File: config.mk
export PLATFORM = sky130hd
export DESIGN_NAME = instr_cache
export DESIGN_NICKNAME = d
export VERILOG_FILES = /design/src/rtl/instr_cache.sv
export SDC_FILE = /design/constraint.sdc
export NUM_CORES = 2
export LEC_CHECK = 0
export BUFFER_PORTS_ARGS = -buffer_cell sky130_fd_sc_hd__buf_2
export CAP_MARGIN = 0
export CORE_AREA = 3 3 425 427
export DETAILED_ROUTE_END_ITERATION = 7
export DIE_AREA = 0 0 428 430
export PLACE_DENSITY = 0.71
export SYNTH_ARGS = -nofsm -noshare
export SYNTH_HDL_FRONTEND = slang
export SYNTH_SLANG_ARGS = --single-unit
File: constraint.sdc
create_clock -name clk -period 5.8 [get_ports clk]
set_input_delay 0.29 -clock clk [delete_from_list [all_inputs] [get_ports clk]]
set_output_delay 0.29 -clock clk [all_outputs]
set_load 0.02 [all_outputs]
File: src/rtl/instr_cache.sv
// Direct-mapped, read-only instruction cache with combinational hit path and
// whole-line fill over a request/valid memory handshake.
module instr_cache #(
  parameter int unsigned LINES          = 16,
  parameter int unsigned WORDS_PER_LINE = 4
) (
  input  logic        clk,
  input  logic        reset,
  input  logic [31:0] pc_fetch,
  input  logic        invalidate,
  output logic [31:0] instr_fetch,
  output logic        cache_stall,
  output logic        mem_req,
  output logic [31:0] mem_addr,
  input  logic        mem_rvalid,
  input  logic [31:0] mem_rdata
);

  localparam int unsigned OB   = $clog2(WORDS_PER_LINE);
  localparam int unsigned IB   = $clog2(LINES);
  localparam int unsigned TAGW = 32 - OB - IB - 2;

  typedef enum logic [1:0] {IDLE, FILL, UPDATE} state_t;

  state_t            state_q, state_d;
  logic [LINES-1:0]  valid_q, valid_d;
  logic [OB-1:0]     beat_q, beat_d;
  logic              mem_req_q, mem_req_d;
  logic [31:0]       mem_addr_q, mem_addr_d;
  logic [IB-1:0]     fidx_q, fidx_d;
  logic [TAGW-1:0]   ftag_q, ftag_d;
  logic              inv_pend_q, inv_pend_d;
  logic              data_we, tag_we;

  logic [31:0]       data_q [LINES][WORDS_PER_LINE];
  logic [TAGW-1:0]   tags_q [LINES];

  logic [OB-1:0]     off_f;
  logic [IB-1:0]     idx_f;
  logic [TAGW-1:0]   tag_f;
  logic              hit;
  logic              unused_pc_bits;

  assign off_f          = pc_fetch[OB+1:2];
  assign idx_f          = pc_fetch[OB+IB+1:OB+2];
  assign tag_f          = pc_fetch[31:OB+IB+2];
  assign unused_pc_bits = ^pc_fetch[1:0];

  assign hit = valid_q[idx_f] && (tags_q[idx_f] == tag_f) && (state_q == IDLE);

  // Outputs are held quiet while reset is asserted, independent of the clock.
  always_comb begin
    cache_stall = 1'b0;
    instr_fetch = '0;
    if (reset) begin
      cache_stall = ~hit;
      if (hit) instr_fetch = data_q[idx_f][off_f];
    end
  end

  assign mem_req  = mem_req_q;
  assign mem_addr = mem_addr_q;

  always_comb begin
    state_d    = state_q;
    valid_d    = valid_q;
    beat_d     = beat_q;
    mem_req_d  = mem_req_q;
    mem_addr_d = mem_addr_q;
    fidx_d     = fidx_q;
    ftag_d     = ftag_q;
    inv_pend_d = inv_pend_q;
    data_we    = 1'b0;
    tag_we     = 1'b0;
    unique case (state_q)
      IDLE: begin
        if (!hit) begin
          state_d    = FILL;
          mem_req_d  = 1'b1;
          mem_addr_d = {pc_fetch[31:OB+2], {(OB+2){1'b0}}};
          beat_d     = '0;
          fidx_d     = idx_f;
          ftag_d     = tag_f;
        end
        if (invalidate) valid_d = '0;
      end
      FILL: begin
        if (mem_rvalid && mem_req_q) begin
          data_we    = 1'b1;
          beat_d     = beat_q + OB'(1);
          mem_addr_d = mem_addr_q + 32'd4;
          if (beat_q == OB'(WORDS_PER_LINE - 1)) begin
            state_d   = UPDATE;
            mem_req_d = 1'b0;
          end
        end
        // The line still completes, but must not become valid afterwards.
        if (invalidate) begin
          valid_d    = '0;
          inv_pend_d = 1'b1;
        end
      end
      UPDATE: begin
        tag_we     = 1'b1;
        if (!inv_pend_q) valid_d[fidx_q] = 1'b1;
        inv_pend_d = 1'b0;
        if (invalidate) valid_d = '0;
        state_d    = IDLE;
      end
      default: state_d = IDLE;
    endcase
  end

  always_ff @(posedge clk or negedge reset) begin
    if (!reset) begin
      state_q    <= IDLE;
      valid_q    <= '0;
      beat_q     <= '0;
      mem_req_q  <= 1'b0;
      mem_addr_q <= '0;
      fidx_q     <= '0;
      ftag_q     <= '0;
      inv_pend_q <= 1'b0;
    end else begin
      state_q    <= state_d;
      valid_q    <= valid_d;
      beat_q     <= beat_d;
      mem_req_q  <= mem_req_d;
      mem_addr_q <= mem_addr_d;
      fidx_q     <= fidx_d;
      ftag_q     <= ftag_d;
      inv_pend_q <= inv_pend_d;
    end
  end

  always_ff @(posedge clk) begin
    if (data_we) data_q[fidx_q][beat_q] <= mem_rdata;
    if (tag_we)  tags_q[fidx_q]         <= ftag_q;
  end

endmodule

* Word-level counts from Yosys, hierarchy flattened
Memory sizes are Yosys's and may differ from the RTL's.
Cells that the tools add are included.
** Operators by class
- Add/sub/neg operators :: 2
- Shift operators :: 0
- Multipliers :: 0
- Magnitude comparators :: 6
- Bitwise logic cells :: 4
- Reductions and logical operators :: 16
- Mux-type cells :: 39
- Equality and inequality tests :: 10
- Divide/modulo/power cells :: 0
** Operator list (number)
- two-way mux 32 bit :: 7
- two-way mux 128 bit :: 1
- binary-select mux 32 bit (select 2 bit) :: 1
- demux 32 bit (select 2 bit) :: 1
- case mux 32 bit (2 select lines) :: 1
- two-way mux 16 bit :: 3
- adder 32 x 3 -> 32 bit, second input constant :: 1
- case mux 16 bit (2 select lines) :: 1
- equality test 24 bit :: 1
- bitwise OR 16 bit :: 1
- two-way mux 1 bit :: 13
- < comparator 4 x 5 -> 1 bit, second input constant :: 2
- two-way mux 2 bit :: 5
- AND reduction 3 bit :: 3
- inequality test 2 bit, second input constant :: 4
- case mux 2 bit (2 select lines) :: 2
- >= comparator 3 bit, second input constant :: 2
- NOT 2 -> 3 bit :: 2
- nonzero test 2 bit :: 3
- logical AND 1 bit :: 5
- binary-select mux 1 bit (select 4 bit) :: 1
- demux 1 bit (select 4 bit) :: 1
- equality test 2 bit, second input constant :: 2
- >= comparator 4 x 1 -> 1 bit, second input constant :: 1
- other kinds (11) :: 13
** Storage, ports and cells
- Logic and storage cells :: 87
- Memory bits (writable) :: 2432
- Latch bits :: 0
- Bits in registers :: 82
- Input bits :: 68
- Output and inout port bits :: 66
- ROM bits :: 0
- Memories :: 2
** Memories
- data_q :: depth 16, bits a word 128, read ports 1, clocked after memory_dff 0, wr ports 1, RTL line 35 : logic [31:0] data_q [LINES][WORDS_PER_LINE];
- tags_q :: depth 16, bits a word 24, read ports 1, clocked after memory_dff 0, wr ports 1, RTL line 36 : logic [TAGW-1:0] tags_q [LINES];

* Longest topological paths before layout
- Word-level depth :: 8
- Depth in mapped cells :: 16
- Gate-level depth less buffers :: 9

* Least setup slack after synthesis
OpenSTA, ideal clock, no wires.
- Kind :: input port to output port
- Start :: input port pc_fetch[4]
- End :: output port instr_fetch[0]
- Data required time :: 5.510 ns
- Path buffers :: 7
- Path slack :: 2.186 ns
- Arrival time :: 3.324 ns
- Stages on the path :: 11
- Path through :: buf_6 > buf_12 > buf_12 > buf_6 > buf_12 > buf_2 > clkbuf_1 > mux4_2 > mux4_2 > mux4_2 > nor2b_1
** On the way
- Cells in the longest elaborated chain, start to end :: 6
- Elaborated cells on any way between the ends :: 12
- Those cells by class :: eq/ne: 1; mux: 7; reduce/logical: 2; memory: 2
** RTL lines
- start: declaration :: RTL line 9 : input logic [31:0] pc_fetch,
- memory (16 x 24 bit) (tied with other cells)
- equality test 24 bit (tied with other cells) :: RTL line 49 : assign hit = valid_q[idx_f] && (tags_q[idx_f] == tag_f) && (state_q == IDLE);
- logical AND 1 bit or two-way mux 32 bit (tied branches) (2 in a row) :: RTL line 49, 57
- two-way mux 32 bit (*) :: RTL line 57 : if (hit) instr_fetch = data_q[idx_f][off_f];
- two-way mux 32 bit (*) :: RTL line 55 : if (reset) begin
- end: declaration :: RTL line 11 : output logic [31:0] instr_fetch,
Every way passes the cells marked *; elsewhere a longest branch is shown, timed or not. The select of a mux whose other input is x is not followed.

* Worst setup path after layout
- Start :: memory tags_q[7][3] (netlist name)
- End :: output port instr_fetch[7]
** On the way
- Cells in the longest elaborated chain, start to end :: 6
** RTL lines (RTL line)
- start: declaration :: 36
- memory (16 x 24 bit)
- equality test 24 bit :: 49
- logical AND 1 bit (2 in a row) :: 49
- two-way mux 32 bit :: 57
- two-way mux 32 bit :: 55
Every way passes these cells.

==> results by group <==
Global route
  • Vias in the first global route: 45,400
  • Met1 usage in global routing: 34.6%
  • Global-route wire length before repair: 321,000 microns
  • Met2 Track Usage GR: 37.9%
  • Met3 Track Usage GR: 4.92%
  • Initial antenna violation count: 29
  • Total Routing Usage GR: 24.2%
  • Busiest layer in global routing: met2
  • Largest net degree at the start of global routing: 142
  • Grt total ovfl: 0

Worst hold path
  • Worst Hold Launch: pc_fetch[6]
  • WHS Endpoint: mem_addr[6]$_DFFE_PN0P_
  • Worst Hold Class: primary input to flip-flop
  • Worst Hold Path Cells: 3

Yosys
  • Top cells by area, synth: edfxtp_1, mux4_2, dfrtp_1, mux4_1, mux2i_1
  • Most used flip-flop cell after synthesis: edfxtp_1
  • Post-Syn Area: 97,400 sq um
  • Seq/Total Area, Yosys: 77.0%
  • Top-area cell type share of the netlist area: 75.0%
  • Syn Inst Count: 4,129
  • #FFs+latches synth: 2,512
  • Commonest cells post-synth: edfxtp_1, mux4_2, nor2_1
  • Post-synth cell types: 65
  • Ys async rst share: 3.18%
  • Post-synth top area cell: edfxtp_1
  • Post-synth EDFFs: 2,432
  • Syn_area_per_cell: 23.6 sq um
  • Synth warn: 0
  • Top-count cell post-synth: edfxtp_1

CTS
  • Clock slew seen by the registers of the worst setup and hold paths: 60 ps
  • CTS tree: done
  • Post-CTS setup buffer count: 0
  • Clock tree sinks: 2,512
  • CTS H-tree depth: 4
  • CTS root buffer: clkbuf_16
  • CTS buffer count: 233
  • Worst-Skew Late Latency: 890 ps
  • CTS max path bufs: 3

Timing
  • Max transition margin: 15.4%
  • Slew @ Worst Pin: 1270 ps
  • Max Freq: 196 MHz
  • Final slew viol count: 0
  • Final setup violation count: 0
  • Final hold violation count: 0
  • Final Cycle Share: 88.1%
  • Setup TNS: 0 ps
  • RSZ-0062 raised after global routing: no
  • Min Tclk post-route: 5110 ps
  • Clock Skew: 57.2 ps
  • Worst hold slack: 36.8 ps

Placement
  • I/O Buffers: 129
  • HPWL after DPL: 123,000 microns
  • Global placer's final weighted congestion: 0.812
  • Placed cell areas: 101,000 sq um

Routing
  • Routed WL per cell: 31.5 microns
  • Drt initial violations: 5,397
  • Final WL: 219,000 microns
  • Post-route ant nets: 1
  • Vias per inst: 6.45
  • Number of detailed-route iterations in the first pass: 7
  • Vias: 44,900
  • DRC viols: 0

Pwr
  • Sw frac: 23.5%
  • Cell Int Power: 30.8 mW
  • Switch Pwr: 9.44 mW
  • Part of the power in combinational logic: 8.8%
  • P_leak: 34.2 nW
  • Clock power share: 37.6%
  • Peak supply drop: 0.377 mV
  • P per Cell Area: 368 nW/um^2
  • Sequential power share: 53.6%

Cells and area
  • Layout cells sized above 1: 30.9%
  • Design Area, Final: 109,000 sq um
  • Multi-input gate area: 21,700 sq um
  • Final #Nets: 4,483
  • Number of fill cells: 11,700
  • Seq. cell area: 75,000 sq um
  • Post-route core utilization: 61.9%
  • Synthesis-to-layout area growth: 12.3%

Floorplanning
  • FP Rows: 154
  • Die Y: 430 microns
  • Initial Util: 55.2%
  • I/O Pins: 134
  • Total core area: 176,000 sq um
  • Die width: 428 microns
  • Die area: 184,000 sq um

Worst setup path
  • Critical-path top delay cell: and4_1
  • R2r setup slk: 2020 ps
  • Critical path type: flip-flop to primary output
  • Reg2reg path depth: 9
  • Crit-path leading delay family: simple AND/OR/NAND/NOR gates
  • R2R Path End: mem_addr[24]$_DFFE_PN0P_
  • Worst path bufs/invs: 2
  • Crit end category: primary output
  • CP Data Arrival Time: 4820 ps
  • Worst path max stage delay: 550 ps
  • RR Startpoint: tags_q[7][3]$_DFFE_PP_
  • Crit-path max FO: 19
  • CP Cell Sequence: mux4_2 -> a22o_1 -> a221oi_1 -> xor2_1 -> nand4b_1 -> nor4_1 -> and4_1 -> nand3_2 -> buf_4 -> nor2b_1 -> buf_2
  • Startpoint Class: flip-flop
  • WP data required: 5510 ps

Status
  • Failing checks: antenna violations
  • Status: finished with violations

Run
  • # Max-Cap Violations: 0
==> cell type report <==
cell class / count / share of cell area [%]
clock inverter: 135 / 1.35
clock buffer: 301 / 5.60
sequential: 2512 / 68.6
multi-input combinational: 1380 / 19.9
timing repair buffer: 269 / 1.78
tap: 2340 / 2.68
inverter: 14 / 0.0481
antenna: 15 / 0.0343
==> how the worst max path moves through the flow <==
stage	endpoint	cells past startpoint	slack, ps	start
floorplan	instr_fetch[0]	11	2190	pc_fetch[4]
finish	instr_fetch[7]	11	690	tags_q[7][3]$_DFFE_PP_
global placement	instr_fetch[16]	13	920	pc_fetch[4]
global route	instr_fetch[7]	11	300	tags_q[7][3]$_DFFE_PP_
detailed placement	instr_fetch[7]	13	850	pc_fetch[4]
CTS	instr_fetch[7]	11	570	tags_q[7][3]$_DFFE_PP_
==> cell families after synthesis <==
family / Yosys count / synth area share, %
other: 1 / 0.00385
DFF: 2512 / 77.0
xor gates and xnor gates: 29 / 0.261
adders and majority gates: 5 / 0.0642
buffers and inverters: 238 / 1.30
and+or+nand+nor: 317 / 1.59
muxes: 854 / 18.7
AOI/OAI and AO/OA: 173 / 1.10
==> placed cells by master (no fill, tap or decap), drive strengths merged, types with 10 or more instances in the layout <==
master / n
clkinv: 102
a21oi: 41
bufinv: 25
edfxtp: 2432
o22ai: 19
nand2: 59
nand2b: 10
diode: 15
a31oi: 42
o21ai: 31
nor3: 12
clkbuf: 302
mux2i: 58
nor2: 124
mux4: 757
a22oi: 13
buf: 239
nand3: 28
nand4: 14
mux2: 39
xnor2: 18
inv: 16
dfrtp: 80
xor2: 11
dlygate4sd3: 29
nor2b: 42
==> power by group through the flow <==
stage	Clock (mW)	Sequential [mW]	Combinational, mW
final	15.1	21.6	3.54
after global routing	16.0	21.7	3.76
after CTS	15.3	21.6	3.54
after detailed placement	0	21.9	3.51
after global placement	0	21.9	3.44
after floorplan	0	21.9	2.03
==> metrics by stage <==
stage                     instances  total power [mW]  setup WS (ps)
after global placement         6485              25.3            922
after floorplan                4130              23.9           2190
after CTS                      6951              40.4            572
final                          6966              40.2            688
after detailed placement       6485              25.4            847
after global routing           6958              41.5            299
==> sequential cells by signal (all words and copies together), names as in the netlist <==
register    count
mem_req         1
fidx_q          4
valid_q        16
ftag_q         24
data_q       2048
beat_q          2
tags_q        384
inv_pend_q      1
state_q         2
mem_addr       30
==> per-layer routing <==
layer | share of wire [%] | wire (microns) | up-vias
met1 | 39 | 86000 | 24200
met3 | 8.9 | 19500 | 356
met2 | 49 | 107000 | 2117
met4 | 3.1 | 6890 | 4
met5 | 0.0096 | 21 | -
li1 | - | - | 18300
==> what timing repair did <==
action | in CTS | in global routing
gates resized for setup | 0 | 0
hold buffers | 30 | 0
endpoints found under the hold margin | 98 | 0
==> tightest hold or removal path, delay by kind of cell <==
kind | cells | cell delay [ps]
AO/OA/AOI/OAI | 2 | 320
buffers and inverters | 1 | 200
Note: power is estimated with default switching activity, not from simulation.
